$ cat config.mk
export PLATFORM = sky130hd
export DESIGN_NAME = multiplier_control_flat
export DESIGN_NICKNAME = d
export VERILOG_FILES = /design/src/rtl/multiplier_control_pkg.sv /design/src/rtl/multiplier_control_if.sv /design/src/rtl/multiplier_control_step_counter.sv /design/src/rtl/multiplier_control.sv /design/src/flat_wrapper.sv
export SDC_FILE = /design/constraint.sdc
export NUM_CORES = 1
export LEC_CHECK = 0
export CORE_AREA = 5 5 42 44
export CTS_CLUSTER_SIZE = 24
export DETAILED_ROUTE_END_ITERATION = 12
export DIE_AREA = 0 0 47 49
export GPL_TIMING_DRIVEN = 1
export SYNTH_ARGS = -nofsm -noshare
export SYNTH_HDL_FRONTEND = slang
export SYNTH_SLANG_ARGS = --single-unit
$ cat constraint.sdc
create_clock -name Clk -period 1.72 [get_ports Clk]
set_clock_uncertainty 0.05 [all_clocks]
set_input_delay 0.258 -clock Clk [delete_from_list [all_inputs] [get_ports Clk]]
set_output_delay 0.258 -clock Clk [all_outputs]
set_load 0.02 [all_outputs]
$ cat src/rtl/multiplier_control_pkg.sv
// Shared types and helpers for the add-shift multiplier sequencer.
package mult_pkg;

  typedef enum logic [2:0] {IDLE, CLR, ADD, SHIFT, HOLD} mult_state_t;

  localparam int MULT_N = 8;

  // True on the final add/shift pair, where the MSB weight is negative.
  function automatic logic is_last_step(input int unsigned step, input int unsigned n);
    return step == n - 1;
  endfunction

endpackage

$ cat src/rtl/multiplier_control_if.sv
// Control bundle between the multiplier sequencer and its datapath/switches.
interface multiplier_control_if;
  // Run is a level request: held high starts one multiply, and Done stays
  // high until Run is released; it is not a per-cycle valid/ready handshake.
  logic Run;
  logic ClearA_LoadB;
  logic M;
  logic Clr_XA;
  logic Ld_B;
  logic Add;
  logic Sub;
  logic Shift_En;
  logic Busy;
  logic Done;

  modport master (
    output Run, ClearA_LoadB, M,
    input  Clr_XA, Ld_B, Add, Sub, Shift_En, Busy, Done
  );

  modport slave (
    input  Run, ClearA_LoadB, M,
    output Clr_XA, Ld_B, Add, Sub, Shift_En, Busy, Done
  );
endinterface

$ cat src/rtl/multiplier_control_step_counter.sv
// Add/shift step counter: 0..N-1, cleared at the start of each multiply.
module mult_step_counter
  import mult_pkg::*;
#(
  parameter int N = MULT_N,
  parameter int W = $clog2(N)
) (
  input  logic         Clk,
  input  logic         Reset,
  input  logic         clr,
  input  logic         inc,
  output logic [W-1:0] step,
  output logic         last
);

  logic [W-1:0] step_q;

  always_ff @(posedge Clk or posedge Reset) begin
    if (Reset)    step_q <= '0;
    else if (clr) step_q <= '0;
    else if (inc) step_q <= step_q + W'(1);
  end

  assign step = step_q;
  assign last = is_last_step(32'(step_q), N);

endmodule

$ cat src/rtl/multiplier_control.sv
// Sequencing FSM for the signed add-shift multiplier: N add/shift pairs,
// subtract on the last pair, then hold Done until Run is released.
module multiplier_control
  import mult_pkg::*;
#(
  parameter int N = MULT_N
) (
  input  logic                   Clk,
  input  logic                   Reset,
  multiplier_control_if.slave    bus,
  output mult_state_t            state_o,
  output logic [$clog2(N)-1:0]   step_o
);

  localparam int W = $clog2(N);

  mult_state_t  state_q, state_d;
  logic [W-1:0] step;
  logic         last;

  mult_step_counter #(.N(N), .W(W)) u_step (
    .Clk   (Clk),
    .Reset (Reset),
    .clr   (state_q == CLR),
    .inc   ((state_q == SHIFT) && !last),
    .step  (step),
    .last  (last)
  );

  always_ff @(posedge Clk or posedge Reset) begin
    if (Reset) state_q <= IDLE;
    else       state_q <= state_d;
  end

  // Run is only sampled in IDLE and HOLD; mid-multiply changes are ignored.
  always_comb begin
    state_d = state_q;
    case (state_q)
      IDLE:    if (bus.Run) state_d = CLR;
      CLR:     state_d = ADD;
      ADD:     state_d = SHIFT;
      SHIFT:   state_d = last ? HOLD : ADD;
      HOLD:    if (!bus.Run) state_d = IDLE;
      default: state_d = IDLE;
    endcase
  end

  logic clr_xa, ld_b, add, sub, shift_en, busy, done;

  // Reset gates every strobe so the datapath sees nothing while it is held.
  always_comb begin
    clr_xa   = 1'b0;
    ld_b     = 1'b0;
    add      = 1'b0;
    sub      = 1'b0;
    shift_en = 1'b0;
    busy     = 1'b0;
    done     = 1'b0;
    if (!Reset) begin
      case (state_q)
        IDLE: begin
          clr_xa = bus.ClearA_LoadB;
          ld_b   = bus.ClearA_LoadB && !bus.Run;
        end
        CLR: begin
          clr_xa = 1'b1;
          busy   = 1'b1;
        end
        ADD: begin
          add  = bus.M && !last;
          sub  = bus.M && last;
          busy = 1'b1;
        end
        SHIFT: begin
          shift_en = 1'b1;
          busy     = 1'b1;
        end
        HOLD:    done = 1'b1;
        default: ;
      endcase
    end
  end

  assign bus.Clr_XA   = clr_xa;
  assign bus.Ld_B     = ld_b;
  assign bus.Add      = add;
  assign bus.Sub      = sub;
  assign bus.Shift_En = shift_en;
  assign bus.Busy     = busy;
  assign bus.Done     = done;

  assign state_o = state_q;
  assign step_o  = step;

endmodule

$ cat src/flat_wrapper.sv
// flat-port wrapper written by rule: the top's interface ports become plain ports
module multiplier_control_flat import mult_pkg::*;
#(
  parameter int N = MULT_N
)
  (Clk, Reset, state_o, step_o, bus_Run, bus_ClearA_LoadB, bus_M, bus_Clr_XA, bus_Ld_B, bus_Add, bus_Sub, bus_Shift_En, bus_Busy, bus_Done);
  multiplier_control_if bus_i ();
  input  logic Clk;
  input  logic Reset;
  output mult_state_t state_o;
  output logic [$clog2(N)-1:0] step_o;
  input wire logic [$bits(bus_i.Run)-1:0] bus_Run;
  input wire logic [$bits(bus_i.ClearA_LoadB)-1:0] bus_ClearA_LoadB;
  input wire logic [$bits(bus_i.M)-1:0] bus_M;
  output wire logic [$bits(bus_i.Clr_XA)-1:0] bus_Clr_XA;
  output wire logic [$bits(bus_i.Ld_B)-1:0] bus_Ld_B;
  output wire logic [$bits(bus_i.Add)-1:0] bus_Add;
  output wire logic [$bits(bus_i.Sub)-1:0] bus_Sub;
  output wire logic [$bits(bus_i.Shift_En)-1:0] bus_Shift_En;
  output wire logic [$bits(bus_i.Busy)-1:0] bus_Busy;
  output wire logic [$bits(bus_i.Done)-1:0] bus_Done;
  assign bus_i.Run = bus_Run;
  assign bus_i.ClearA_LoadB = bus_ClearA_LoadB;
  assign bus_i.M = bus_M;
  assign bus_Clr_XA = bus_i.Clr_XA;
  assign bus_Ld_B = bus_i.Ld_B;
  assign bus_Add = bus_i.Add;
  assign bus_Sub = bus_i.Sub;
  assign bus_Shift_En = bus_i.Shift_En;
  assign bus_Busy = bus_i.Busy;
  assign bus_Done = bus_i.Done;
  multiplier_control #(.N(N)) u_core (.Clk(Clk), .Reset(Reset), .bus(bus_i), .state_o(state_o), .step_o(step_o));
endmodule
==> flow_summary.ini <==
[status]
status = completed

[final_layout]
final_util_pct = 48.04
fin_nets = 84
design_area_sq_um = 673.1
num_antenna_cells = 0
drive_above_1_share_pct = 40.54
syn2layout_area_growth_pct = 79.93
fin_cells = 90

[floorplan]
core_area_sq_um = 1401
rows = 14
die_x_um = 47
die_h_um = 49
start_util_pct = 26.70
dieArea_sq_um = 2303
ioPinCount = 18

[yosys]
synthCells = 42
ys_types = 24
seq_area_frac_synth_pct = 40.13
synth.top_cells.by_count = 6 x dfrtp_1, 6 x nor2_1, 3 x ha_1, 3 x nand2_1
synth_area_leaders = dfrtp_1 40%, ha_1 10%, nor2_1 6.0%, nand3b_1 4.0%, o21a_1 4.0%
synth_edf_count = 0
synth_seq_cells = 6
ys.flop_type = dfrtp_1
syn_area_sq_um = 374.1
synth_area_leader_cell = dfrtp_1
synth_top_area_share_pct = 40.13
synthesis.nets = 50
async_reset_ff_share_pct = 100.0
ys_warn_count = 0
syn_area_per_cell_sq_um = 8.907

[grt]
top_usage_layer = met1
grt_pass1_vias = 406
grt_pass1_wl_mm = 1.828
grt_util_all_layers_pct = 11.48
grt_overflow_total = 0
met2_usage_pct = 13.80
use_met3_pct = 4.428
gr-usage-met1_pct = 15.92
grt_max_degree = 9
antenna_found_initial = 0

[setup_path]
critPathMaxStageDelay_ns = 0.40
rrSetupSlack_ns = 0.10
critPathCaptureType = output pin
path_max_fanout = 4
crit_chain = nor2_2 > nand3b_1 > nor3_1 > clkdlybuf4s15_2
startpoint_type = register
critPathArrivalTime_ns = 1.33
critPathKind = reg2out
slowest_stage = dfrtp_1
cp.required_ns = 1.41

[power]
sw_frac_of_total_pct = 41.70
power.total_mw = 1.111
p_seq_share_pct = 24.1
p_leak_nw = 0.3313
combPwrFrac_pct = 64.0
power_switching_uw = 463.4
clkPwrFrac_pct = 11.9
p_int_uw = 647.8
powerDensity_nw_per_um2 = 1651
peakVddDrop_mv = 0.7123

[drt]
ant_nets = 0
drt_iter0_drc = 3
vias = 419
finalWirelength_mm = 1.053
drc = 0
vias_per_cell = 4.656
wl_per_cell_um = 11.70
first_pass_iters = 4

[clock_network]
insertion_delay_ns = 0.25
cts_inserted_buffers = 3
cts_tree = yes
cts_setup_buffers = 0
clk_path_buf_depth = 2
cts-root-buf = clkbuf_4
cts-htree-levels = 1
clkSinkCount = 6
clkSlewWorstSetupHoldPaths_ns = 0.05

[timing]
max_freq_mhz = 609.1
slew_headroom_pct = 84.61
setup_ws_ns = 0.07811
hold_viol = 0
final.period_utilization_pct = 95.46
setup_viol = 0
period_needed_ns = 1.642
tightest_slew_ns = 0.2305
slew_violations = 0
rsz0062_at_grt = true

[placed_design]
dp_slack_ns = -0.2770
io_buffers = 17
dp_hpwl_um = 852.2
place_area_sq_um = 673.1
placedCellCount = 87
gp_congestion = 0.7024

[worst_hold_path]
hp-class = in2async

[job]
drv_cap = 0
## power groups by stage
stage               combinational (mW)  sequential [mW]  clock, mW
global placement                 0.751            0.264          0
floorplan                        0.295            0.344          0
CTS                              0.718            0.266      0.143
detailed placement               0.752            0.265          0
global route                     0.785            0.280      0.155
finish                           0.711            0.268      0.132
## state kept, by name (all words and copies together), names as in the netlist
| register | flops |
|---|---|
| u_core.u_step.step | 3 |
| u_core.state_o | 3 |
## through the flow
| stage | hold slack, ns | setup TNS (ns) |
|---|---|---|
| 2_1_floorplan | 0.007380 | 0 |
| 3_3_place_gp | 0.5129 | -1.570 |
| 3_5_place_dp | 0.5258 | -1.587 |
| 4_1_cts | 0.2943 | 0 |
| 5_1_grt | 0.3113 | -0.02464 |
| 6_report | 0.3072 | 0 |
## final timing paths
kind / start / endpoint / depth (start not counted)
min: Reset / u_core.state_o[1] / 3
max in group asynchronous: Reset / u_core.state_o[1] / 3
min in group Clk: u_core.state_o[0] / u_core.state_o[1] / 2
max reg2reg: u_core.u_step.step[0] / u_core.u_step.step[2] / 6
max: u_core.state_o[2] / bus_Ld_B / 4
min reg2reg: u_core.state_o[0] / u_core.state_o[1] / 2
## cell families (layout without fill, tap and decap cells)
group | count (synthesis) | after routing | synth area share, %
compound gates | 8 | 8 | 14.71
fa+ha+maj | 3 | 3 | 10.03
buf+inv | 4 | 36 | 4.346
flops | 6 | 6 | 40.13
simple gates | 21 | 21 | 30.77
## layout by cell type (no fill, tap or decap), drive strengths merged, types with 2 or more instances in the layout
master,instances
clkbuf,7
nand2,3
nor2,6
o21a,2
dfrtp,6
nand3b,2
dlygate4sd2,2
nand3,2
inv,2
buf,16
clkdlybuf4s50,7
ha,3
## worst max-delay path: cells and delay by family, from the launching register on
kind	cells	cell delay, ns
buffers and inverters	1	0.28
DFF	1	0.40
and+or+nand+nor	3	0.40
## repair_timing
item / in CTS / in global routing
gates resized for setup: 19 / 14
setup endpoints to repair: 9 / 8
cloned: 0 / 0
hold buffers: 0 / 0
## layout make-up
| class | instances | area, sq um |
|---|---|---|
| timing repair buffer | 31 | 246.5 |
| inverter | 2 | 7.507 |
| fill | 154 | 728.2 |
| tap | 16 | 20.02 |
| clock buffer | 3 | 22.52 |
| sequential | 6 | 151.4 |
| multi-input combinational | 32 | 225.2 |
## per-layer routing
layer	up-vias	part of all wire, %
met1	188	47
li1	216	-
met2	11	46
met5	-	0
met3	4	4.1
met4	0	2.9
Note: power is estimated with default switching activity, not from simulation.
